[src/rtl/sam_kbd_pkg.sv]
// Shared definitions for the SAM keyboard matrix decoder: PS/2 set-2
// scancode constants, prefix FSM states and the fixed SAM 9x8 keymap.
package sam_kbd_pkg;

  // Prefix bytes
  localparam logic [7:0] SC_EXT     = 8'hE0;
  localparam logic [7:0] SC_REL     = 8'hF0;
  localparam logic [7:0] SC_PAUSE   = 8'hE1;

  // Fake shifts emitted after E0 by some keyboards
  localparam logic [7:0] SC_LSHIFT  = 8'h12;
  localparam logic [7:0] SC_RSHIFT  = 8'h59;

  // Modifier and hotkey codes
  localparam logic [7:0] SC_CTRL    = 8'h14;
  localparam logic [7:0] SC_ALT     = 8'h11;
  localparam logic [7:0] SC_DEL     = 8'h71;
  localparam logic [7:0] SC_BKSP    = 8'h66;
  localparam logic [7:0] SC_F11     = 8'h78;

  // Bytes still to swallow after E1 (the Pause make/break sequence)
  localparam logic [3:0] PAUSE_SKIP = 4'd7;

  typedef enum logic [2:0] {
    ST_IDLE    = 3'd0,
    ST_EXT     = 3'd1,
    ST_REL     = 3'd2,
    ST_EXT_REL = 3'd3,
    ST_PAUSE   = 3'd4
  } kbd_state_e;

  // Controller/status bytes that never carry a key event
  function automatic logic is_ignored(input logic [7:0] code);
    logic res;
    case (code)
      8'h00, 8'hAA, 8'hEE, 8'hFA, 8'hFE, 8'hFF: res = 1'b1;
      default:                                  res = 1'b0;
    endcase
    return res;
  endfunction

  // Pack a matrix position as {hit, row, col}
  function automatic logic [7:0] km(input logic [3:0] row, input logic [2:0] col);
    return {1'b1, row, col};
  endfunction

  // {ext, code} -> {hit, row[3:0], col[2:0]}; hit=0 for unmapped keys
  function automatic logic [7:0] sam_keymap(input logic ext, input logic [7:0] code);
    logic [7:0] m;
    case ({ext, code})
      // row 0: CS Z X C V F1 F2 F3 (both shifts are CS)
      9'h012, 9'h059: m = km(4'd0, 3'd0);
      9'h01A: m = km(4'd0, 3'd1);
      9'h022: m = km(4'd0, 3'd2);
      9'h021: m = km(4'd0, 3'd3);
      9'h02A: m = km(4'd0, 3'd4);
      9'h005: m = km(4'd0, 3'd5);
      9'h006: m = km(4'd0, 3'd6);
      9'h004: m = km(4'd0, 3'd7);
      // row 1: A S D F G F4 F5 F6
      9'h01C: m = km(4'd1, 3'd0);
      9'h01B: m = km(4'd1, 3'd1);
      9'h023: m = km(4'd1, 3'd2);
      9'h02B: m = km(4'd1, 3'd3);
      9'h034: m = km(4'd1, 3'd4);
      9'h00C: m = km(4'd1, 3'd5);
      9'h003: m = km(4'd1, 3'd6);
      9'h00B: m = km(4'd1, 3'd7);
      // row 2: Q W E R T F7 F8 F9
      9'h015: m = km(4'd2, 3'd0);
      9'h01D: m = km(4'd2, 3'd1);
      9'h024: m = km(4'd2, 3'd2);
      9'h02D: m = km(4'd2, 3'd3);
      9'h02C: m = km(4'd2, 3'd4);
      9'h083: m = km(4'd2, 3'd5);
      9'h00A: m = km(4'd2, 3'd6);
      9'h001: m = km(4'd2, 3'd7);
      // row 3: 1 2 3 4 5 ESC TAB CAPS
      9'h016: m = km(4'd3, 3'd0);
      9'h01E: m = km(4'd3, 3'd1);
      9'h026: m = km(4'd3, 3'd2);
      9'h025: m = km(4'd3, 3'd3);
      9'h02E: m = km(4'd3, 3'd4);
      9'h076: m = km(4'd3, 3'd5);
      9'h00D: m = km(4'd3, 3'd6);
      9'h058: m = km(4'd3, 3'd7);
      // row 4: 0 9 8 7 6 - + DELETE (keypad 8 and keypad + both give +)
      9'h045: m = km(4'd4, 3'd0);
      9'h046: m = km(4'd4, 3'd1);
      9'h03E: m = km(4'd4, 3'd2);
      9'h03D: m = km(4'd4, 3'd3);
      9'h036: m = km(4'd4, 3'd4);
      9'h04E: m = km(4'd4, 3'd5);
      9'h075, 9'h079: m = km(4'd4, 3'd6);
      9'h066, 9'h171: m = km(4'd4, 3'd7);
      // row 5: P O I U Y = " F0
      9'h04D: m = km(4'd5, 3'd0);
      9'h044: m = km(4'd5, 3'd1);
      9'h043: m = km(4'd5, 3'd2);
      9'h03C: m = km(4'd5, 3'd3);
      9'h035: m = km(4'd5, 3'd4);
      9'h055: m = km(4'd5, 3'd5);
      9'h052: m = km(4'd5, 3'd6);
      9'h009: m = km(4'd5, 3'd7);
      // row 6: ENTER L K J H ; : EDIT (right Alt)
      9'h05A: m = km(4'd6, 3'd0);
      9'h04B: m = km(4'd6, 3'd1);
      9'h042: m = km(4'd6, 3'd2);
      9'h03B: m = km(4'd6, 3'd3);
      9'h033: m = km(4'd6, 3'd4);
      9'h04C: m = km(4'd6, 3'd5);
      9'h054: m = km(4'd6, 3'd6);
      9'h111: m = km(4'd6, 3'd7);
      // row 7: SPACE SYMBOL(left Alt) M N B , . INV
      9'h029: m = km(4'd7, 3'd0);
      9'h011: m = km(4'd7, 3'd1);
      9'h03A: m = km(4'd7, 3'd2);
      9'h031: m = km(4'd7, 3'd3);
      9'h032: m = km(4'd7, 3'd4);
      9'h041: m = km(4'd7, 3'd5);
      9'h049: m = km(4'd7, 3'd6);
      9'h04A: m = km(4'd7, 3'd7);
      // row 8: CTRL UP DOWN LEFT RIGHT
      9'h014: m = km(4'd8, 3'd0);
      9'h175: m = km(4'd8, 3'd1);
      9'h172: m = km(4'd8, 3'd2);
      9'h16B: m = km(4'd8, 3'd3);
      9'h174: m = km(4'd8, 3'd4);
      default: m = 8'h00;
    endcase
    return m;
  endfunction

endpackage

[src/rtl/sam_kbd_pulse.sv]
// Counter-driven active-low pulse generator. A trigger while idle drives the
// output low for PULSE_LEN cycles; triggers during an active pulse are ignored.
module sam_kbd_pulse #(
  parameter logic [15:0] PULSE_LEN = 16'd50000
) (
  input  logic clk,
  input  logic rst_n,
  input  logic i_trig,
  output logic o_pulse_n
);

  logic [15:0] r_cnt;
  logic        r_pulse_n;

  // Load on an idle trigger, then count down; output is low while count != 0
  always_ff @(posedge clk or negedge rst_n) begin
    if (!rst_n) begin
      r_cnt     <= 16'd0;
      r_pulse_n <= 1'b1;
    end else if (i_trig && (r_cnt == 16'd0)) begin
      r_cnt     <= PULSE_LEN;
      r_pulse_n <= 1'b0;
    end else if (r_cnt != 16'd0) begin
      r_cnt     <= r_cnt - 16'd1;
      r_pulse_n <= (r_cnt == 16'd1);
    end else begin
      r_cnt     <= 16'd0;
      r_pulse_n <= 1'b1;
    end
  end

  assign o_pulse_n = r_pulse_n;

endmodule

[src/rtl/ps2_sam_matrix.sv]
// PS/2 set-2 scancode decoder maintaining the SAM keyboard matrix image,
// answering active-low row-select reads and generating hotkey pulses.
module ps2_sam_matrix
  import sam_kbd_pkg::*;
#(
  parameter int          ROWS      = 9,
  parameter int          COLS      = 8,
  parameter logic [15:0] PULSE_LEN = 16'd50000
) (
  input  logic            clk,
  input  logic            rst_n,
  input  logic            scan_valid,
  input  logic [7:0]      scan,
  input  logic [ROWS-1:0] mat_row,
  output logic [COLS-1:0] mat_col,
  output logic            user_reset_n,
  output logic            master_reset_n,
  output logic            user_nmi_n
);

  kbd_state_e                r_state;
  logic [3:0]                r_skip;
  logic [ROWS-1:0][COLS-1:0] r_matrix;
  logic                      r_ctrl;
  logic                      r_alt;

  logic                      w_ev;
  logic                      w_make;
  logic                      w_ext;
  logic [7:0]                w_map;
  logic                      w_hit;
  logic [3:0]                w_row;
  logic [2:0]                w_col;
  logic                      w_hk_user;
  logic                      w_hk_master;
  logic                      w_hk_nmi;
  logic                      w_master_clr;
  logic [COLS-1:0]           w_rows_or;

  // Classify the current byte as a make/break key event given the prefix state
  always_comb begin
    w_ev   = 1'b0;
    w_make = 1'b0;
    w_ext  = 1'b0;
    if (scan_valid) begin
      case (r_state)
        ST_IDLE: begin
          if ((scan != SC_EXT) && (scan != SC_REL) && (scan != SC_PAUSE) && !is_ignored(scan)) begin
            w_ev   = 1'b1;
            w_make = 1'b1;
          end else begin
            w_ev   = 1'b0;
          end
        end
        ST_EXT: begin
          if ((scan != SC_REL) && (scan != SC_LSHIFT) && (scan != SC_RSHIFT)) begin
            w_ev   = 1'b1;
            w_make = 1'b1;
            w_ext  = 1'b1;
          end else begin
            w_ev   = 1'b0;
          end
        end
        ST_REL: begin
          w_ev = 1'b1;
        end
        ST_EXT_REL: begin
          w_ev  = 1'b1;
          w_ext = 1'b1;
        end
        default: begin
          w_ev = 1'b0;
        end
      endcase
    end else begin
      w_ev = 1'b0;
    end
  end

  assign w_map = sam_keymap(w_ext, scan);
  assign w_hit = w_map[7];
  assign w_row = w_map[6:3];
  assign w_col = w_map[2:0];

  // Hotkeys use the modifier state from before this byte
  assign w_hk_user    = w_ev & w_make &  w_ext & (scan == SC_DEL)  & r_ctrl & r_alt;
  assign w_hk_master  = w_ev & w_make & ~w_ext & (scan == SC_BKSP) & r_ctrl & r_alt;
  assign w_hk_nmi     = w_ev & w_make & ~w_ext & (scan == SC_F11);
  // Clear only when the master pulse actually starts (output idle-high now)
  assign w_master_clr = w_hk_master & master_reset_n;

  // Prefix FSM: tracks E0/F0 prefixes and swallows the E1 Pause sequence
  always_ff @(posedge clk or negedge rst_n) begin
    if (!rst_n) begin
      r_state <= ST_IDLE;
      r_skip  <= 4'd0;
    end else if (scan_valid) begin
      case (r_state)
        ST_IDLE: begin
          if (scan == SC_EXT) begin
            r_state <= ST_EXT;
          end else if (scan == SC_REL) begin
            r_state <= ST_REL;
          end else if (scan == SC_PAUSE) begin
            r_state <= ST_PAUSE;
            r_skip  <= PAUSE_SKIP;
          end else begin
            r_state <= ST_IDLE;
          end
        end
        ST_EXT: begin
          if (scan == SC_REL) begin
            r_state <= ST_EXT_REL;
          end else begin
            r_state <= ST_IDLE;
          end
        end
        ST_REL, ST_EXT_REL: begin
          r_state <= ST_IDLE;
        end
        ST_PAUSE: begin
          r_skip <= r_skip - 4'd1;
          if (r_skip <= 4'd1) begin
            r_state <= ST_IDLE;
          end else begin
            r_state <= ST_PAUSE;
          end
        end
        default: begin
          r_state <= ST_IDLE;
        end
      endcase
    end else begin
      r_state <= r_state;
    end
  end

  // Matrix image: make sets, break clears, master hotkey wipes everything
  always_ff @(posedge clk or negedge rst_n) begin
    if (!rst_n) begin
      r_matrix <= '0;
    end else if (w_master_clr) begin
      r_matrix <= '0;
    end else if (w_ev && w_hit) begin
      for (int r = 0; r < ROWS; r++) begin
        for (int c = 0; c < COLS; c++) begin
          if ((r == int'(w_row)) && (c == int'(w_col))) begin
            r_matrix[r][c] <= w_make;
          end
        end
      end
    end else begin
      r_matrix <= r_matrix;
    end
  end

  // Modifier trackers for hotkey qualification (either Ctrl, either Alt)
  always_ff @(posedge clk or negedge rst_n) begin
    if (!rst_n) begin
      r_ctrl <= 1'b0;
      r_alt  <= 1'b0;
    end else if (w_master_clr) begin
      r_ctrl <= 1'b0;
      r_alt  <= 1'b0;
    end else if (w_ev) begin
      if (scan == SC_CTRL) begin
        r_ctrl <= w_make;
      end else if (scan == SC_ALT) begin
        r_alt <= w_make;
      end else begin
        r_ctrl <= r_ctrl;
      end
    end else begin
      r_ctrl <= r_ctrl;
      r_alt  <= r_alt;
    end
  end

  // Column readback: OR of every selected (low) row, inverted
  always_comb begin
    w_rows_or = '0;
    for (int r = 0; r < ROWS; r++) begin
      if (!mat_row[r]) begin
        w_rows_or = w_rows_or | r_matrix[r];
      end else begin
        w_rows_or = w_rows_or;
      end
    end
  end

  assign mat_col = ~w_rows_or;

  sam_kbd_pulse #(.PULSE_LEN(PULSE_LEN)) u_user_pulse (
    .clk       (clk),
    .rst_n     (rst_n),
    .i_trig    (w_hk_user),
    .o_pulse_n (user_reset_n)
  );

  sam_kbd_pulse #(.PULSE_LEN(PULSE_LEN)) u_master_pulse (
    .clk       (clk),
    .rst_n     (rst_n),
    .i_trig    (w_hk_master),
    .o_pulse_n (master_reset_n)
  );

  sam_kbd_pulse #(.PULSE_LEN(PULSE_LEN)) u_nmi_pulse (
    .clk       (clk),
    .rst_n     (rst_n),
    .i_trig    (w_hk_nmi),
    .o_pulse_n (user_nmi_n)
  );

endmodule

[config.mk]
export PLATFORM = sky130hd
export DESIGN_NAME = ps2_sam_matrix
export DESIGN_NICKNAME = d
export VERILOG_FILES = /design/src/rtl/sam_kbd_pkg.sv /design/src/rtl/sam_kbd_pulse.sv /design/src/rtl/ps2_sam_matrix.sv
export SDC_FILE = /design/constraint.sdc
export NUM_CORES = 1
export LEC_CHECK = 0
export ABC_AREA = 1
export CORE_ASPECT_RATIO = 1.1
export CORE_MARGIN = 4
export CORE_UTILIZATION = 40
export CTS_CLUSTER_SIZE = 14
export DETAILED_ROUTE_END_ITERATION = 10
export HOLD_SLACK_MARGIN = 0.12
export REMOVE_ABC_BUFFERS = 1
export SLEW_MARGIN = 20
export SYNTH_ARGS = -nofsm -noshare
export SYNTH_HDL_FRONTEND = slang
export SYNTH_HIERARCHICAL = 1
export SYNTH_SLANG_ARGS = --single-unit
[constraint.sdc]
create_clock -name clk -period 4.43 [get_ports clk]
set_input_delay 0.6645 -clock clk [delete_from_list [all_inputs] [get_ports clk]]
set_output_delay 0.6645 -clock clk [all_outputs]
set_load 0.01 [all_outputs]
### Yosys cells after proc, flatten, opt, wreduce, memory -nomap -nowiden

Cells that the tools add are included.

| word-level totals | value |
|---|---|
| register bits after elaboration | 132 |
| output and inout port bits | 11 |
| logic and storage cells | 597 |

| operators by class | value |
|---|---|
| add/sub/neg operators | 4 |
| order comparisons | 1 |
| eq/ne operators | 116 |
| mux-type cells | 124 |
| bitwise logic cells | 21 |
| reductions and logical operators | 249 |

Operator list:

| operator | number |
|---|---|
| 8-bit one-hot mux with 69 select lines | 1 |
| 9-bit by 6-bit == test with 1-bit output, second input constant | 23 |
| 9-bit by 7-bit == test with 1-bit output, second input constant | 22 |
| 2-bit nonzero test | 77 |
| 2-bit AND reduction | 73 |
| 72-bit two-way mux | 2 |
| 16-bit two-way mux | 6 |
| 1-bit two-way mux | 93 |
| 9-bit by 5-bit == test with 1-bit output, second input constant | 10 |
| 1-bit logical AND | 81 |
| 8-bit two-way mux | 9 |
| 8-bit == test, second input constant | 8 |
| 8-bit OR | 8 |
| 9-bit == test, second input constant | 6 |
| 16-bit by 1-bit == test with 1-bit output, second input constant | 3 |
| 16-bit zero test | 3 |
| 16-bit nonzero test | 3 |
| 16-bit by 1-bit subtractor with 16-bit output, second input constant | 3 |
| 9-bit by 4-bit == test with 1-bit output, second input constant | 5 |
| 9-bit by 3-bit == test with 1-bit output, second input constant | 3 |
| 8-bit by 7-bit == test with 1-bit output, second input constant | 3 |
| 8-bit inequality test, second input constant | 3 |
| 4-bit == test, first input constant | 5 |
| 8-bit by 5-bit == test with 1-bit output, second input constant | 2 |
| 34 further kinds | 63 |

### Logic depth before layout (Yosys ltp)

Gate-level depths: netlist of run 1.

| depth | value |
|---|---|
| depth in word-level cells | 18 |
| mapped depth | 23 |
| depth with buffers taken out | 20 |

### Cells and area by module

The synthesis of run 1 kept the hierarchy.

By module, submodules not included:

| module | times used | cells an instance | area an instance (um2) | sequential area each (um2) |
|---|---|---|---|---|
| ps2_sam_matrix | 1 | 851 | 5748.0 | 2026.9 |
| sam_kbd_pulse at u_nmi_pulse | 1 | 130 | 1034.7 | 426.7 |
| sam_kbd_pulse at u_master_pulse | 1 | 130 | 1029.7 | 426.7 |
| sam_kbd_pulse at u_user_pulse | 1 | 130 | 1024.7 | 426.7 |

### Least setup slack after synthesis of run 1

No wires, ideal clock.

| timing | value |
|---|---|
| path type | input -> register |
| start point | input port scan[2] |
| end point | register u_nmi_pulse.r_pulse_n, in the netlist u_nmi_pulse/o_pulse_n |
| setup time | 0.073 ns |
| data arrival time | 2.687 ns |
| required time | 4.357 ns |
| setup slack | 1.671 ns |
| stages on the path | 17 |
| buffers on the path | 5 |
| path through | inv_2 -> nand2_1 -> nor2_2 -> nand2_2 -> nand3_1 -> nand2_2 -> nand2_2 -> buf_6 -> buf_6 -> buf_2 -> buf_2 -> buf_2 -> nand2_1 -> nor3_1 -> nand2_4 -> nand2_1 -> inv_1 |

| between the ends | value |
|---|---|
| word-level cells in the longest chain between the ends | 15 |
| elaborated cells between the ends (all ways) | 36 |
| classes of those cells | eq/ne (11); mux (12); bitwise (4); reduce/logical (9) |

Ends and longest elaborated chain:

| element | RTL line | text |
|---|---|---|
| from (decl) | ps2_sam_matrix.sv:13 | `input logic [7:0] scan,` |
| 8-bit == test or 8-bit zero test (tied branches) | sam_kbd_pkg.sv:35 | `case (code)` |
| 6-bit OR reduction | sam_kbd_pkg.sv:35 |  |
| 1-bit two-way mux | sam_kbd_pkg.sv:35 |  |
| 1-bit two-way mux | ps2_sam_matrix.sv:46 | `case (r_state)` |
| 1-bit two-way mux | ps2_sam_matrix.sv:45 | `if (scan_valid) begin` |
| 1-bit zero test | ps2_sam_matrix.sv:48 | `if ((scan != SC_EXT) && (scan != SC_REL) && (scan != SC_PAUSE) && !is_ignored(scan)) begin` |
| 1-bit logical AND | ps2_sam_matrix.sv:48 |  |
| 1-bit two-way mux | ps2_sam_matrix.sv:48 |  |
| 1-bit one-hot mux with 3 select lines or 1-bit one-hot mux with 2 select lines (tied branches) | ps2_sam_matrix.sv:46 |  |
| 1-bit two-way mux | ps2_sam_matrix.sv:45 |  |
| 1-bit bitwise AND (2 in a row) | ps2_sam_matrix.sv:88 | `assign w_hk_nmi = w_ev & w_make & ~w_ext & (scan == SC_F11);` |
| 1-bit bitwise AND (*) | ps2_sam_matrix.sv:88 |  |
| net w_hk_nmi | ps2_sam_matrix.sv:36 | `logic w_hk_nmi;` |
| 1-bit logical AND (*) | sam_kbd_pulse.sv:20 | `end else if (i_trig && (r_cnt == 16'd0)) begin` |
| 1-bit two-way mux (*) | sam_kbd_pulse.sv:20 |  |
| to (signal assigned) | sam_kbd_pulse.sv:25 | `r_pulse_n <= (r_cnt == 16'd1);` |
| to (decl) | sam_kbd_pulse.sv:13 | `logic r_pulse_n;` |

Mark *: on every way through the listed nets, which the timed path passes. The rest lies on a longest branch. The select of a mux whose other input is x is not followed.
A chain may end at the register's enable or synchronous reset.

### Worst setup path after layout of run 1

| timing | value |
|---|---|
| start point | input port mat_row[5] |
| end point | output port mat_col[2] |

| between the ends | value |
|---|---|
| word-level cells in the longest chain between the ends | 8 |

Ends and longest elaborated chain:

| element | RTL line | text |
|---|---|---|
| from (decl) | ps2_sam_matrix.sv:14 | `input logic [ROWS-1:0] mat_row,` |
| 8-bit two-way mux (*) | ps2_sam_matrix.sv:183 | `if (!mat_row[r]) begin` |
| 8-bit OR | ps2_sam_matrix.sv:184 | `w_rows_or = w_rows_or \| r_matrix[r];` |
| 8-bit two-way mux (*) | ps2_sam_matrix.sv:183 |  |
| 8-bit OR | ps2_sam_matrix.sv:184 |  |
| 8-bit two-way mux (*) | ps2_sam_matrix.sv:183 |  |
| 8-bit OR | ps2_sam_matrix.sv:184 |  |
| 8-bit two-way mux (*) | ps2_sam_matrix.sv:183 |  |
| 8-bit inverter (*) | ps2_sam_matrix.sv:191 | `assign mat_col = ~w_rows_or;` |
| to (decl) | ps2_sam_matrix.sv:15 | `output logic [COLS-1:0] mat_col,` |

Mark *: on every way between the ends. The rest lies on a longest branch, timed or not.

==> results.md, run 1 <==
* Outcome: finished clean
* RSZ-0062 raised after global routing: no
* Total GRT Usage at 0.229
* Syn_area_per_cell at 7.12 µm²
* ANT cells at 0
* Clock skew at 0.0141 ns
* Commonest non-fill, non-tap cell in the layout: nand2_1
* Warnings, synthesis at 6
* DPL Wire Length at approximately 20 mm
* Top_reg_cell synth: dfrtp_1
* Most repeated library cell on the critical path: clkdlybuf4s50_1
* Post-synth design cell area at 0.00884 mm²
* Max-cap violations at 0
* Peak supply drop at 214 µV
* Final setup fails at 0
* Fin. max-slew vios at 0
* Post-synthesis cell type count at about 50
* Initial drt markers at slightly above 800
* Highest clock rate at 252 MHz
* Routed WL at around 27 mm
* Vias in the first global route at 8331
* Data required, critical path at 3.77 ns
* Final nets at 1306
* FP Rows at 56
* Placed instance area at 0.00943 mm²
* Fin area at 0.0100 mm²
* Largest cells by area after synthesis: dfrtp_1 37%, nand2_1 12%, nor2_1 8.1%
* Final cell count without fillers at 1578
* Antenna violations before repair at 0
* Routed WL per cell at 17.2 µm
* CTS sink count at 132
* Final ANT Viol Nets at 0
* FILL cells at about 2200
* Critical setup path kind: in -> out
* H-Tree Depth at 4
* First-pass GRT wire length at 44.0 mm
* CTS tree: built
* Post-cts sizing count at 0
* Synth area leader: dfrtp_1
* Via count at ~8500
* Via density at between 5 and 6
* Type of origin of the critical path: input pin
* TNS Setup at 0 ns
* Top-area cell type share of the netlist area at 0.365
* Final worst-path cycle share at 0.896
* Clock transition at the registers of the reported paths at 0.05 ns
* Leakage power at 5.04 nW
* Inst Count DP at roughly 1500
* Die ar. at 0.0245 mm²
* Worst path max stage delay at ~0.76 ns
* Die Ht at 164 µm
* Worst Setup End Kind: primary output
* Commonest cells after routing, fill and taps aside: 281 x nand2_1, 190 x nor2_1, 143 x inv_1
* CTS max path bufs at 2
* Setup Fix Bufs, Post-CTS at 0
* Final Hold Violating Endpoints at 0
* Congestion Overflow GR at 0
* Core ar. at about 0.022 mm²
* Pwr dens at 306 mW/mm²
* Worst-Margin Slew at 0.816 ns
* Final GP Congestion at 1.18
* Max_slew headroom at 0.442
* Drt pass-1 iters at 8
* Clk_lat worst skew at 0.43 ns
* Inserted Clock Buffers at 17
* Largest net degree at the start of global routing at 69
* Number of I/O port buffers at 30
* Total Power at 3.07 mW
* Crit path time final at 3.97 ns
* Post-Synthesis Cells at between 1000 and 1500
* Fraction of layout cells with a size suffix above 1 at 0.129
* Die width at 150 µm
* Post-CTS Hold Buffers at 0
* Root buffer cell: clkbuf_16
* Post-layout util at 0.466
* Num ports at 31
* Hold WC Path Type: in -> async
* Crit path DAT at 3.30 ns
* Synthesized flop and latch total at 132
* Initial Util at 0.411
* Share of the yosys chip area belonging to registers at 0.374
* CP Max Fanout at 8
* CP Cell Sequence: clkdlybuf4s50_1 > o21ai_0 > a221oi_1 > o221ai_1 > a221o_1 > a21oi_1 > clkdlybuf4s50_1
* Async SR Flop Fraction at 1.00
* Area grow syn2layout at 13.5%
* Slowest CP cell: clkdlybuf4s50_1
* Drt drc at 0
* Post-synth EDFFs at 0
[path summary, 6_finish.rpt]
kind,start,endpoint,slack (ns),cells after the start
setup reg to reg,r_state[2]$_DFFE_PN0P_,r_matrix[21]$_DFFE_PN0P_,1.10,14
hold reg to reg,u_master_pulse/r_cnt[0]$_DFF_PN0_,u_master_pulse/r_cnt[0]$_DFF_PN0_,0.45,1
setup / recovery,mat_row[5],mat_col[2],0.46,7
hold / removal,rst_n,u_user_pulse/r_cnt[14]$_DFF_PN0_,0.25,1
max in group asynchronous,rst_n,r_matrix[19]$_DFFE_PN0P_,3.26,2
min in group clk,u_master_pulse/r_cnt[0]$_DFF_PN0_,u_master_pulse/r_cnt[0]$_DFF_PN0_,0.45,1
[registers in the layout, summed over array words and instances, names as in the netlist, 3 cells and up]
name                  cells
r_matrix                 72
u_master_pulse/r_cnt     16
u_nmi_pulse/r_cnt        16
u_user_pulse/r_cnt       16
r_skip                    4
r_state                   3
[cell usage after synthesis (14+ instances only)]
cell type,count
nor2_1,191
o21ai_0,61
o31ai_1,20
a21oi_1,38
nand2_2,17
nor2_2,14
o21ai_1,50
dfrtp_1,129
buf_2,18
nand3_1,75
a21oi_2,14
nor3_1,14
nand3_2,14
nand2_1,281
inv_1,143
[cells by family (layout without fill, tap and decap cells)]
kind of cell | Yosys count | in the layout | share of synthesized area
AOI/OAI and AO/OA | 243 | 243 | 0.167
xor gates and xnor gates | 14 | 14 | 0.0139
buffers and inverters | 195 | 242 | 0.0970
DFF | 132 | 132 | 0.374
and+or+nand+nor | 646 | 646 | 0.332
adders and majority gates | 11 | 11 | 0.0156
[critical path, delay by kind of cell]
| family | cells | cell delay [ns] |
|---|---|---|
| AO/OA/AOI/OAI | 5 | 1.34 |
| buffers and inverters | 2 | 1.31 |
[final cells by class]
cell class	instances	area, µm²	area share
clock buffer	19	453	0.0452
sequential	132	3310	0.330
multi-input combinational	914	4680	0.466
timing repair buffer	50	464	0.0463
tap	290	363	0.0362
inverter	160	621	0.0619
clock inverter	13	144	0.0143
[metrics by stage]
| stage | hold WS, ns | worst slack [ns] |
|---|---|---|
| final | 0.248 | 0.462 |
| after global routing | 0.291 | 0.337 |
| after CTS | 0.265 | 0.435 |
| after detailed placement | 0.451 | 0.263 |
| after global placement | 0.445 | 0.260 |
| after floorplan | 0.369 | -0.0421 |
[per-layer routing]
layer | global-route usage | vias up | wire length, µm
met3 | 0.0464 | 91 | 1730
met1 | 0.306 | 3952 | 12000
li1 | - | 4117 | -
met5 | 0 | - | 0
met4 | 0.101 | 0 | 1080
met2 | 0.360 | 327 | 12200
[power breakdown]
part / switching [mW] / total [mW] / internal (mW)
Clock: 0.590 / 1.46 / 0.868
Sequential: 0.0259 / 1.27 / 1.24
Combinational: 0.246 / 0.345 / 0.0992
Total: 0.862 / 3.07 / 2.21
(Power assumes the default switching activity.)
==> run 2: changes to the inputs <==
--- a/config.mk
+++ b/config.mk
@@ -13,7 +13,6 @@
 export DETAILED_ROUTE_END_ITERATION = 10
 export HOLD_SLACK_MARGIN = 0.12
 export REMOVE_ABC_BUFFERS = 1
-export SLEW_MARGIN = 20
 export SYNTH_ARGS = -nofsm -noshare
 export SYNTH_HDL_FRONTEND = slang
 export SYNTH_HIERARCHICAL = 1
==> results of run 2 <==
The final DEF is identical to that of run 1; final timing and power are the same.
==> run 3: changes to the inputs <==
--- a/config.mk
+++ b/config.mk
@@ -12,6 +12,7 @@
 export CTS_CLUSTER_SIZE = 14
 export DETAILED_ROUTE_END_ITERATION = 10
 export HOLD_SLACK_MARGIN = 0.12
+export PLACE_DENSITY = 0.55
 export REMOVE_ABC_BUFFERS = 1
 export SYNTH_ARGS = -nofsm -noshare
 export SYNTH_HDL_FRONTEND = slang
==> run 3 against run 2 <==
Combinational power rose by 4%; total power rose by 7.1%; wire length rose by 4.0%.
==> results.md, run 3 (same netlist as run 1, synthesis figures left out) <==
* Post-layout util at 0.472
* Inst Count DP at 1548
* Via count at 8381
* Die Ht at 164 µm
* Drt pass-1 iters at 7
* Final ANT Viol Nets at 0
* Final nets at between 1000 and 1500
* CTS sink count at 132
* RSZ-0062 raised after global routing: no
* Fin area at 0.0102 mm²
* Root buffer cell: clkbuf_16
* Post-CTS Hold Buffers at 0
* Worst-Margin Slew at 0.772 ns
* Num ports at 31
* Drt drc at 0
* CTS tree: built
* Inserted Clock Buffers at 17
* Clock transition at the registers of the reported paths at 0.06 ns
* Worst Setup End Kind: primary output
* Type of origin of the critical path: input pin
* First-pass GRT wire length at 45.2 mm
* Congestion Overflow GR at 0
* Largest register by flop count: r_matrix
* Data required, critical path at between 3 and 4 ns
* Peak supply drop at approximately 220 µV
* Clk_lat worst skew at between 0.4 and 0.5 ns
* Multi-input gate area at 0.00468 mm²
* Commonest non-fill, non-tap cell in the layout: nand2_1
* Outcome: finished clean
* DPL Wire Length at 21.1 mm
* Crit path time final at 4.08 ns
* Commonest cells after routing, fill and taps aside: 281 x nand2_1, 190 x nor2_1, 143 x inv_1
* H-Tree Depth at 4
* Initial drt markers at 736
* Final hold slack at 0.318 ns
* Max reg flops at 72
* Vias in the first global route at 8218
* FILL cells at between 2000 and 2500
* Leakage power at 5.10 nW
* Setup Fix Bufs, Post-CTS at 0
* Reg-to-reg startpoint: r_state[2]$_DFFE_PN0P_
* Final GP Congestion at roughly 1.1
* Die width at 150 µm
* Antenna violations before repair at 0
* Final worst-path cycle share at 0.921
* Clock skew at between 0.01 and 0.015 ns
* Number of I/O port buffers at 30
* Total GRT Usage at 0.238
* CP Max Fanout at 8
* Area grow syn2layout at 14.9%
* Worst reg2reg endpoint: r_matrix[7]$_DFFE_PN0P_
* Largest net degree at the start of global routing at 88
* Max_slew headroom at 0.472
* Pwr dens at 324 mW/mm²
* Final setup fails at 0
* Fraction of layout cells with a size suffix above 1 at 0.130
* Critical setup path kind: in -> out
* Final Hold Violating Endpoints at 0
* Core ar. at 0.0215 mm²
* Routed WL at 28.2 mm
* Cells on worst reg2reg path at 15
* Via density at between 5 and 6
* Hold WC Path Type: in -> async
* Register area at 0.00331 mm²
* FP Rows at 56
* Fin. max-slew vios at 0
* Placed instance area at 0.00947 mm²
* Crit path DAT at ~3.4 ns
* CTS max path bufs at 2
* Highest clock rate at 245 MHz
* ANT cells at 0
* Final cell count without fillers at 1580
* Initial Util at 0.411
* Post-cts sizing count at 0
* Die ar. at around 0.025 mm²
* Routed WL per cell at 17.8 µm
* R2r setup slk at 1.36 ns
* Max-cap violations at 0
==> run 3: changes by cell type in the layout (fill, tap and decap cells not counted) <==
cell	previous run	this run
buf_12	1	3
bufinv_16	2	6
clkbuf_8	2	1
clkinv_2	3	1
clkinv_4	4	6
inv_6	6	2
inv_8	0	1
==> run 3: layout make-up <==
type                            instances  area share
Multi-Input combinational cell        914       0.460
Sequential cell                       132       0.326
Inverter                              160      0.0611
Timing Repair Buffer                   52      0.0496
Clock buffer                           18      0.0432
Tap cell                              290      0.0357
Clock inverter                         14      0.0244
==> run 3: per-stage QoR <==
step           total power, mW  setup WS [ns]  TNS, ns
5_1_grt                   3.42          0.253        0
4_1_cts                   3.33          0.330        0
6_report                  3.29          0.350        0
2_1_floorplan             1.48        -0.0421   -0.462
3_3_place_gp              1.65          0.361        0
3_5_place_dp              1.65          0.364        0
==> run 3: worst max-delay path, stage by stage <==
cell             delay (ns)
clkdlybuf4s50_1        0.81
o21ai_0                0.24
a221oi_1               0.43
o221ai_1               0.28
a221o_1                0.33
a21oi_1                0.12
clkdlybuf4s50_1        0.55
==> run 3: power by group <==
group / total (mW) / switching [mW] / internal, mW
registers: 1.27 / 0.0252 / 1.24
logic: 0.359 / 0.250 / 0.109
clock network: 1.66 / 0.581 / 1.08
==> run 3: layer usage <==
metal | vias up | part of all wire | track usage
li1 | 4116 | - | -
met1 | 3927 | 0.45 | 0.314
met2 | 268 | 0.46 | 0.383
met3 | 70 | 0.054 | 0.0464
met4 | 0 | 0.039 | 0.0969
met5 | - | 0 | 0
==> run 3: worst max path at each step <==
stage,start,to,cells past startpoint
after global placement,mat_row[5],mat_col[2],7
after CTS,mat_row[5],mat_col[2],7
after floorplan,scan[2],r_alt$_DFFE_PN0P_,12
after detailed placement,mat_row[5],mat_col[2],7
final,mat_row[5],mat_col[2],7
after global routing,mat_row[5],mat_col[2],7
